$ cat src/rtl/slow_clock_period_meter_if.sv
`default_nettype none
// +--------------------------------------------------------------------------+
// | Module   : slow_clock_period_meter_if                                    |
// | Purpose  : Slow-clock input, control and measurement results of the      |
// |            period meter. PERIOD_METER_AVG_EN adds the averaged outputs.  |
// | Revision : 1.0                                                           |
// +--------------------------------------------------------------------------+
interface slow_clock_period_meter_if #(
    parameter int CNT_W = 25
);
    logic             slow_in;
    logic             clear;
    logic [CNT_W-1:0] period;
    logic [CNT_W-1:0] high_time;
    logic             period_valid;
    logic             locked;
    logic             stalled;
`ifdef PERIOD_METER_AVG_EN
    logic [CNT_W-1:0] avg_period;
    logic             avg_valid;

    modport master (
        output slow_in, clear,
        input  period, high_time, period_valid, locked, stalled, avg_period, avg_valid
    );
    modport slave (
        input  slow_in, clear,
        output period, high_time, period_valid, locked, stalled, avg_period, avg_valid
    );
`else
    modport master (
        output slow_in, clear,
        input  period, high_time, period_valid, locked, stalled
    );
    modport slave (
        input  slow_in, clear,
        output period, high_time, period_valid, locked, stalled
    );
`endif
endinterface
`default_nettype wire

$ cat src/rtl/slow_clock_period_meter.sv
`default_nettype none
// +--------------------------------------------------------------------------+
// | Module   : slow_clock_period_meter                                       |
// | Purpose  : Measures period and high time of an asynchronous slow clock   |
// |            in clk cycles and flags a stalled input. Define               |
// |            PERIOD_METER_AVG_EN to add a 4-period running average.        |
// | Revision : 1.0                                                           |
// +--------------------------------------------------------------------------+
module slow_clock_period_meter #(
    parameter int CNT_W       = 25,
    parameter int SYNC_STAGES = 2,
    parameter int TIMEOUT     = 2**CNT_W - 1
) (
    input  wire logic                 clk,
    input  wire logic                 reset,
    slow_clock_period_meter_if.slave  bus
);
    localparam logic [1:0]       C_IDLE       = 2'd0;
    localparam logic [1:0]       C_MEASURE    = 2'd1;
    localparam logic [1:0]       C_STALLED    = 2'd2;
    localparam logic [CNT_W-1:0] C_TIMEOUT_M1 = CNT_W'(TIMEOUT - 1);
    localparam logic [CNT_W-1:0] C_CNT_MAX    = '1;

    logic [SYNC_STAGES-1:0] sync_q, sync_d;
    logic                   s_dly_q, s_dly_d;
    logic                   w_s, w_rise, w_fall;
    logic [1:0]             state_q, state_d;
    logic [CNT_W-1:0]       cnt_q, cnt_d;
    logic [CNT_W-1:0]       hcnt_q, hcnt_d;
    logic [CNT_W-1:0]       period_q, period_d;
    logic [CNT_W-1:0]       high_time_q, high_time_d;
    logic                   period_valid_q, period_valid_d;
    logic                   locked_q, locked_d;
    logic                   stalled_q, stalled_d;

    assign sync_d  = {sync_q[SYNC_STAGES-2:0], bus.slow_in};
    assign w_s     = sync_q[SYNC_STAGES-1];
    assign s_dly_d = w_s;
    assign w_rise  = w_s & ~s_dly_q;
    assign w_fall  = ~w_s & s_dly_q;

    always_comb begin
        state_d        = state_q;
        cnt_d          = cnt_q;
        hcnt_d         = hcnt_q;
        period_d       = period_q;
        high_time_d    = high_time_q;
        period_valid_d = 1'b0;
        locked_d       = locked_q;
        stalled_d      = stalled_q;

        if (w_rise) begin
            hcnt_d = '0;
        end else if (w_s && (hcnt_q != C_CNT_MAX)) begin
            hcnt_d = hcnt_q + 1'b1;
        end

        case (state_q)
            C_IDLE: begin
                cnt_d = '0;
                if (w_rise) begin
                    state_d = C_MEASURE;
                end
            end
            C_MEASURE: begin
                if (w_fall) begin
                    high_time_d = hcnt_q + 1'b1;
                end
                // A rise arriving on the timeout cycle still counts as a valid period
                if (w_rise) begin
                    period_d       = cnt_q + 1'b1;
                    period_valid_d = 1'b1;
                    locked_d       = 1'b1;
                    cnt_d          = '0;
                end else if (cnt_q >= C_TIMEOUT_M1) begin
                    stalled_d = 1'b1;
                    cnt_d     = C_TIMEOUT_M1;
                    state_d   = C_STALLED;
                end else begin
                    cnt_d = cnt_q + 1'b1;
                end
            end
            C_STALLED: begin
                if (w_rise) begin
                    stalled_d = 1'b0;
                    cnt_d     = '0;
                    state_d   = C_MEASURE;
                end else begin
                    cnt_d = C_TIMEOUT_M1;
                end
            end
            default: begin
                state_d = C_IDLE;
                cnt_d   = '0;
            end
        endcase

        if (bus.clear) begin
            state_d        = C_IDLE;
            cnt_d          = '0;
            hcnt_d         = '0;
            period_d       = '0;
            high_time_d    = '0;
            period_valid_d = 1'b0;
            locked_d       = 1'b0;
            stalled_d      = 1'b0;
        end
    end

    always_ff @(posedge clk or posedge reset) begin
        if (reset) begin
            sync_q         <= '0;
            s_dly_q        <= 1'b0;
            state_q        <= C_IDLE;
            cnt_q          <= '0;
            hcnt_q         <= '0;
            period_q       <= '0;
            high_time_q    <= '0;
            period_valid_q <= 1'b0;
            locked_q       <= 1'b0;
            stalled_q      <= 1'b0;
        end else begin
            sync_q         <= sync_d;
            s_dly_q        <= s_dly_d;
            state_q        <= state_d;
            cnt_q          <= cnt_d;
            hcnt_q         <= hcnt_d;
            period_q       <= period_d;
            high_time_q    <= high_time_d;
            period_valid_q <= period_valid_d;
            locked_q       <= locked_d;
            stalled_q      <= stalled_d;
        end
    end

    assign bus.period       = period_q;
    assign bus.high_time    = high_time_q;
    assign bus.period_valid = period_valid_q;
    assign bus.locked       = locked_q;
    assign bus.stalled      = stalled_q;

`ifdef PERIOD_METER_AVG_EN
    logic [CNT_W-1:0] hist_q [4];
    logic [CNT_W-1:0] hist_d [4];
    logic [1:0]       wr_ptr_q, wr_ptr_d;
    logic [2:0]       fill_q, fill_d;
    logic [CNT_W+1:0] sum_q, sum_d;
    logic [CNT_W+1:0] w_oldest, w_sum_next;
    logic [CNT_W-1:0] avg_period_q, avg_period_d;
    logic             avg_valid_q, avg_valid_d;
    logic             w_enter_stall;

    assign w_enter_stall = (state_d == C_STALLED) && (state_q != C_STALLED);
    // Once the ring is full the slot under the write pointer is the oldest period
    assign w_oldest      = (fill_q == 3'd4) ? {2'b00, hist_q[wr_ptr_q]} : '0;
    assign w_sum_next    = sum_q + {2'b00, period_q} - w_oldest;

    always_comb begin
        hist_d       = hist_q;
        wr_ptr_d     = wr_ptr_q;
        fill_d       = fill_q;
        sum_d        = sum_q;
        avg_period_d = avg_period_q;
        avg_valid_d  = 1'b0;

        if (bus.clear) begin
            wr_ptr_d     = '0;
            fill_d       = '0;
            sum_d        = '0;
            avg_period_d = '0;
        end else if (w_enter_stall) begin
            wr_ptr_d = '0;
            fill_d   = '0;
            sum_d    = '0;
        end else if (period_valid_q) begin
            hist_d[wr_ptr_q] = period_q;
            wr_ptr_d         = wr_ptr_q + 1'b1;
            sum_d            = w_sum_next;
            fill_d           = (fill_q == 3'd4) ? 3'd4 : fill_q + 1'b1;
            if (fill_q >= 3'd3) begin
                avg_valid_d  = 1'b1;
                avg_period_d = w_sum_next[CNT_W+1:2];
            end
        end
    end

    always_ff @(posedge clk or posedge reset) begin
        if (reset) begin
            for (int i = 0; i < 4; i++) begin
                hist_q[i] <= '0;
            end
            wr_ptr_q     <= '0;
            fill_q       <= '0;
            sum_q        <= '0;
            avg_period_q <= '0;
            avg_valid_q  <= 1'b0;
        end else begin
            hist_q       <= hist_d;
            wr_ptr_q     <= wr_ptr_d;
            fill_q       <= fill_d;
            sum_q        <= sum_d;
            avg_period_q <= avg_period_d;
            avg_valid_q  <= avg_valid_d;
        end
    end

    assign bus.avg_period = avg_period_q;
    assign bus.avg_valid  = avg_valid_q;
`endif
endmodule
`default_nettype wire

$ cat src/flat_wrapper.sv
// flat-port wrapper written by rule: the top's interface ports become plain ports
module slow_clock_period_meter_flat 
#(
    parameter int CNT_W       = 25,
    parameter int SYNC_STAGES = 2,
    parameter int TIMEOUT     = 2**CNT_W - 1
)
  (clk, reset, bus_slow_in, bus_clear, bus_period, bus_high_time, bus_period_valid, bus_locked, bus_stalled);
  slow_clock_period_meter_if #(.CNT_W(CNT_W)) bus_i ();
  input  wire logic clk;
  input  wire logic reset;
  input wire logic [$bits(bus_i.slow_in)-1:0] bus_slow_in;
  input wire logic [$bits(bus_i.clear)-1:0] bus_clear;
  output wire logic [$bits(bus_i.period)-1:0] bus_period;
  output wire logic [$bits(bus_i.high_time)-1:0] bus_high_time;
  output wire logic [$bits(bus_i.period_valid)-1:0] bus_period_valid;
  output wire logic [$bits(bus_i.locked)-1:0] bus_locked;
  output wire logic [$bits(bus_i.stalled)-1:0] bus_stalled;
  assign bus_i.slow_in = bus_slow_in;
  assign bus_i.clear = bus_clear;
  assign bus_period = bus_i.period;
  assign bus_high_time = bus_i.high_time;
  assign bus_period_valid = bus_i.period_valid;
  assign bus_locked = bus_i.locked;
  assign bus_stalled = bus_i.stalled;
  slow_clock_period_meter #(.CNT_W(CNT_W), .SYNC_STAGES(SYNC_STAGES), .TIMEOUT(TIMEOUT)) u_core (.clk(clk), .reset(reset), .bus(bus_i));
endmodule
$ cat config.mk
export PLATFORM = sky130hd
export DESIGN_NAME = slow_clock_period_meter_flat
export DESIGN_NICKNAME = d
export VERILOG_FILES = /design/src/rtl/slow_clock_period_meter_if.sv /design/src/rtl/slow_clock_period_meter.sv /design/src/flat_wrapper.sv
export SDC_FILE = /design/constraint.sdc
export NUM_CORES = 1
export LEC_CHECK = 0
export BUFFER_PORTS_ARGS = -buffer_cell sky130_fd_sc_hd__buf_2
export CORE_UTILIZATION = 61
export CTS_CLUSTER_DIAMETER = 150
export CTS_CLUSTER_SIZE = 10
export DETAILED_ROUTE_END_ITERATION = 8
export PLACE_DENSITY = 0.94
export SYNTH_ARGS = -nofsm -noshare
export SYNTH_HDL_FRONTEND = slang
export SYNTH_SLANG_ARGS = --single-unit
$ cat constraint.sdc
create_clock -name clk -period 4.9 [get_ports clk]
set_clock_uncertainty 0.05 [all_clocks]
set_input_delay 0.245 -clock clk [delete_from_list [all_inputs] [get_ports clk]]
set_output_delay 0.245 -clock clk [all_outputs]
set_load 0.02 [all_outputs]
==> results.sh <==
export IMPL_crit_arrival_ns=3.16
export IMPL_criticalPathCategory="flop to flop"
export IMPL_areaGrowthSynthToFinish_pct=10.6
export IMPL_rsz0062_at_grt="no"
export IMPL_seq_area_frac_synth=0.533
export IMPL_timing_max_cap_violations=0
export IMPL_cts_tree="yes"
export IMPL_path_buf_inv=1
export IMPL_synth_area_leaders="dfrtp_1 53%, xor2_1 5.7%, nor2_1 3.9%"
export IMPL_finalHoldViolCount=0
export IMPL_finalSetupViolations=0
export IMPL_port_buffers=56
export IMPL_synth_nets=521
export IMPL_vias=4114
export IMPL_ant_nets=0
export IMPL_yosysWarnings=0
export IMPL_grt_pass1_vias=4084
export IMPL_max_slew_worst_pin_slew_ns=1.11
export IMPL_clkLatencyLatePin_ns=0.38
export IMPL_drv_slew=0
export IMPL_p_comb_frac=0.054
export IMPL_synth_distinct_cells=48
export IMPL_die_height_um=93.2
export IMPL_clock_sinks=108
export IMPL_tns_ns=0
export IMPL_grt_overflow=0
export IMPL_cts_max_path_buffers=2
export IMPL_grt_max_degree=56
export IMPL_slowest_delay_ns=0.74
export IMPL_cts_resized_gates=0
export IMPL_drt_pass1_iter_count=5
export IMPL_h_tree_depth=3
export IMPL_num_nets_final=564
export IMPL_relSlewSlack=0.253
export IMPL_syn_cell_area_um2=5070
export IMPL_leakagePower_nw=2.48
export IMPL_design_area_um2=5610
export IMPL_swShare=0.262
export IMPL_fp_dieArea_um2=8680
export IMPL_critPathRequiredTime_ns=5.17
export IMPL_setup_worst_path_start="u_core.hcnt_q[0]"
export IMPL_crit_cells=7
export IMPL_layoutNonFillerInstCount=661
export IMPL_synth_edff_count=0
export IMPL_crit_end="u_core.hcnt_q[5]"
export IMPL_start_util=0.643
export IMPL_io_pins=57
export IMPL_rows=32
export IMPL_route_detailed_drc=0
export IMPL_clock_root_buffer="clkbuf_8"
export IMPL_async_reset_ff_frac=1.00
export IMPL_p_int_mw=1.11
export IMPL_startpoint_type="flop"
export IMPL_r2r_slack_ns=2.01
export IMPL_finalWeightedCongestion=0.882
export IMPL_chipWidth_um=93.2
export IMPL_wl_per_cell_um=16.9
export IMPL_drt_iter0_drc=263
export IMPL_grt_pass1_wl_um=19000
export IMPL_placed_cell_area_um2=5400
export IMPL_dp_hpwl_um=7440
export IMPL_seqPwrFrac=0.603
export IMPL_p_total_mw=1.51
export IMPL_ir_drop_v=0.000176
export IMPL_max_freq_mhz=346
export IMPL_r2r_cells=7
export IMPL_ys_ff_latch=108
export IMPL_crit_path_end_kind="flop"
export IMPL_track_usage=0.280
export IMPL_fin_crit_ns=2.89
export IMPL_rr_startpoint="u_core.hcnt_q[0]"
export IMPL_drive_gt1_frac=0.152
export IMPL_coreArea_um2=7890
export IMPL_crit_fanout=20
export IMPL_antenna_found_initial=0
export IMPL_cp_slowest_cell="or4_1"
export IMPL_rr_endpoint="u_core.hcnt_q[5]"
export IMPL_cts_buffers=9
export IMPL_hold_class="input port to flop"
export IMPL_synth_top_cell_by_area="dfrtp_1"
export IMPL_dp_cells=643
export IMPL_netlist_instances=511
export IMPL_p_sw_uw=394
export IMPL_syn_area_per_cell_um2=9.92
export IMPL_min_period_over_period=0.590
export IMPL_pwr_share_clk=0.344
export IMPL_crit_chain="ha_1, nand3_1, or4_1, o21ai_1, buf_4, and2_1, a221o_1"
export IMPL_powerDensity_nw_per_um2=269
export IMPL_synth_top_area_share=0.533
export IMPL_diodes=0
export IMPL_routed_wl_um=11200
export IMPL_status="finished clean"
export IMPL_cp_top_family="simple AND/OR/NAND/NOR gates"
export IMPL_vias_per_cell=6.22
export IMPL_dominantRegCellSynth="dfrtp_1"
export IMPL_clk_pin_slew_ns=0.10
sequential cells by signal, summed over array words and instances (netlist names):
signal,flops
u_core.bus.high_time,25
u_core.bus.period,25
u_core.cnt_q,25
u_core.hcnt_q,25
u_core.state_q,2
u_core.sync_q,2
u_core.bus.locked,1
u_core.bus.period_valid,1
u_core.bus.stalled,1
u_core.s_dly_q,1
cells by family (layout without fill, tap and decap cells):
group,after synthesis,after routing,share of synthesized area
AOI/OAI and AO/OA,123,123,0.151
xor gates and xnor gates,49,49,0.0847
muxes,2,2,0.00420
and+or+nand+nor,184,184,0.182
DFF,108,108,0.533
adders and majority gates,6,6,0.0148
buffers and inverters,39,87,0.0304
final cells by class:
cell class | instances | area [um^2]
multi-input cells | 364 | 2220
inverters | 9 | 36.3
well taps | 102 | 128
clock buffers | 9 | 124
clock inverters | 7 | 61.3
fillers | 583 | 2280
repair buffers | 62 | 330
flip-flops and latches | 108 | 2700
synthesized netlist by cell type (all sizes together), types with 4 or more instances:
cell	number
nor3	6
nand2	44
nand4	16
and4	4
dfrtp	108
nor2	53
nand3	20
a221o	5
o21ai	36
or3	8
buf	7
ha	6
o21a	5
a21oi	35
and3	10
clkbuf	23
xor2	33
xnor2	16
inv	9
a211oi	25
nor4	8
cell usage in the layout, fill, tap and decap left out, drive strengths merged, types with 3 or more instances in the layout:
master,synthesis,layout
a211oi,25,25
a21oi,35,35
a221o,5,5
a22o,3,3
a31oi,3,3
and3,10,10
and4,4,4
buf,7,60
clkbuf,23,9
clkinv,0,3
dfrtp,108,108
ha,6,6
inv,9,11
nand2,44,44
nand2b,3,3
nand3,20,20
nand4,16,16
nor2,53,53
nor2b,3,3
nor3,6,6
nor4,8,8
o211ai,3,3
o21a,5,5
o21ai,36,36
or3,8,8
xnor2,16,16
xor2,33,33
per-layer routing:
| layer | GRT usage | part of all wire | up-vias |
|---|---|---|---|
| met5 | 0 | 0 | - |
| met4 | 0.113 | 0.023 | 0 |
| met3 | 0.0602 | 0.058 | 34 |
| met2 | 0.494 | 0.53 | 175 |
| met1 | 0.334 | 0.39 | 2004 |
| li1 | - | - | 1901 |
power by group through the flow:
stage | Clock [mW] | Combinational, mW | Sequential [mW]
after global routing | 0.554 | 0.0915 | 0.909
after CTS | 0.527 | 0.0826 | 0.908
after floorplan | 0 | 0.0534 | 0.928
after global placement | 0 | 0.0772 | 0.924
after detailed placement | 0 | 0.0810 | 0.925
final | 0.518 | 0.0811 | 0.908
worst min-delay path by stage:
stage	cells past startpoint	end	slack [ns]	startpoint
global placement	0	u_core.sync_q[1]	0.28	u_core.sync_q[0]
finish	2	u_core.state_q[0]	0.31	bus_clear
global route	2	u_core.state_q[0]	0.34	bus_clear
detailed placement	0	u_core.sync_q[1]	0.29	u_core.sync_q[0]
CTS	2	u_core.state_q[0]	0.31	bus_clear
floorplan	0	u_core.sync_q[0]	0.23	bus_slow_in
stage by stage:
stage	utilization	worst slack (ns)	hold WS [ns]
finish	0.711	2.01	0.313
global route	0.711	1.85	0.339
CTS	0.711	2.06	0.306
detailed placement	0.685	2.09	0.287
global placement	0.685	2.28	0.284
floorplan	-	1.76	0.226
timing repair:
item                                   in CTS  in global routing
hold buffers                                2                  0
endpoints found under the hold margin      54                  0
setup buffers                               0                  0
(Power assumes the default switching activity.)
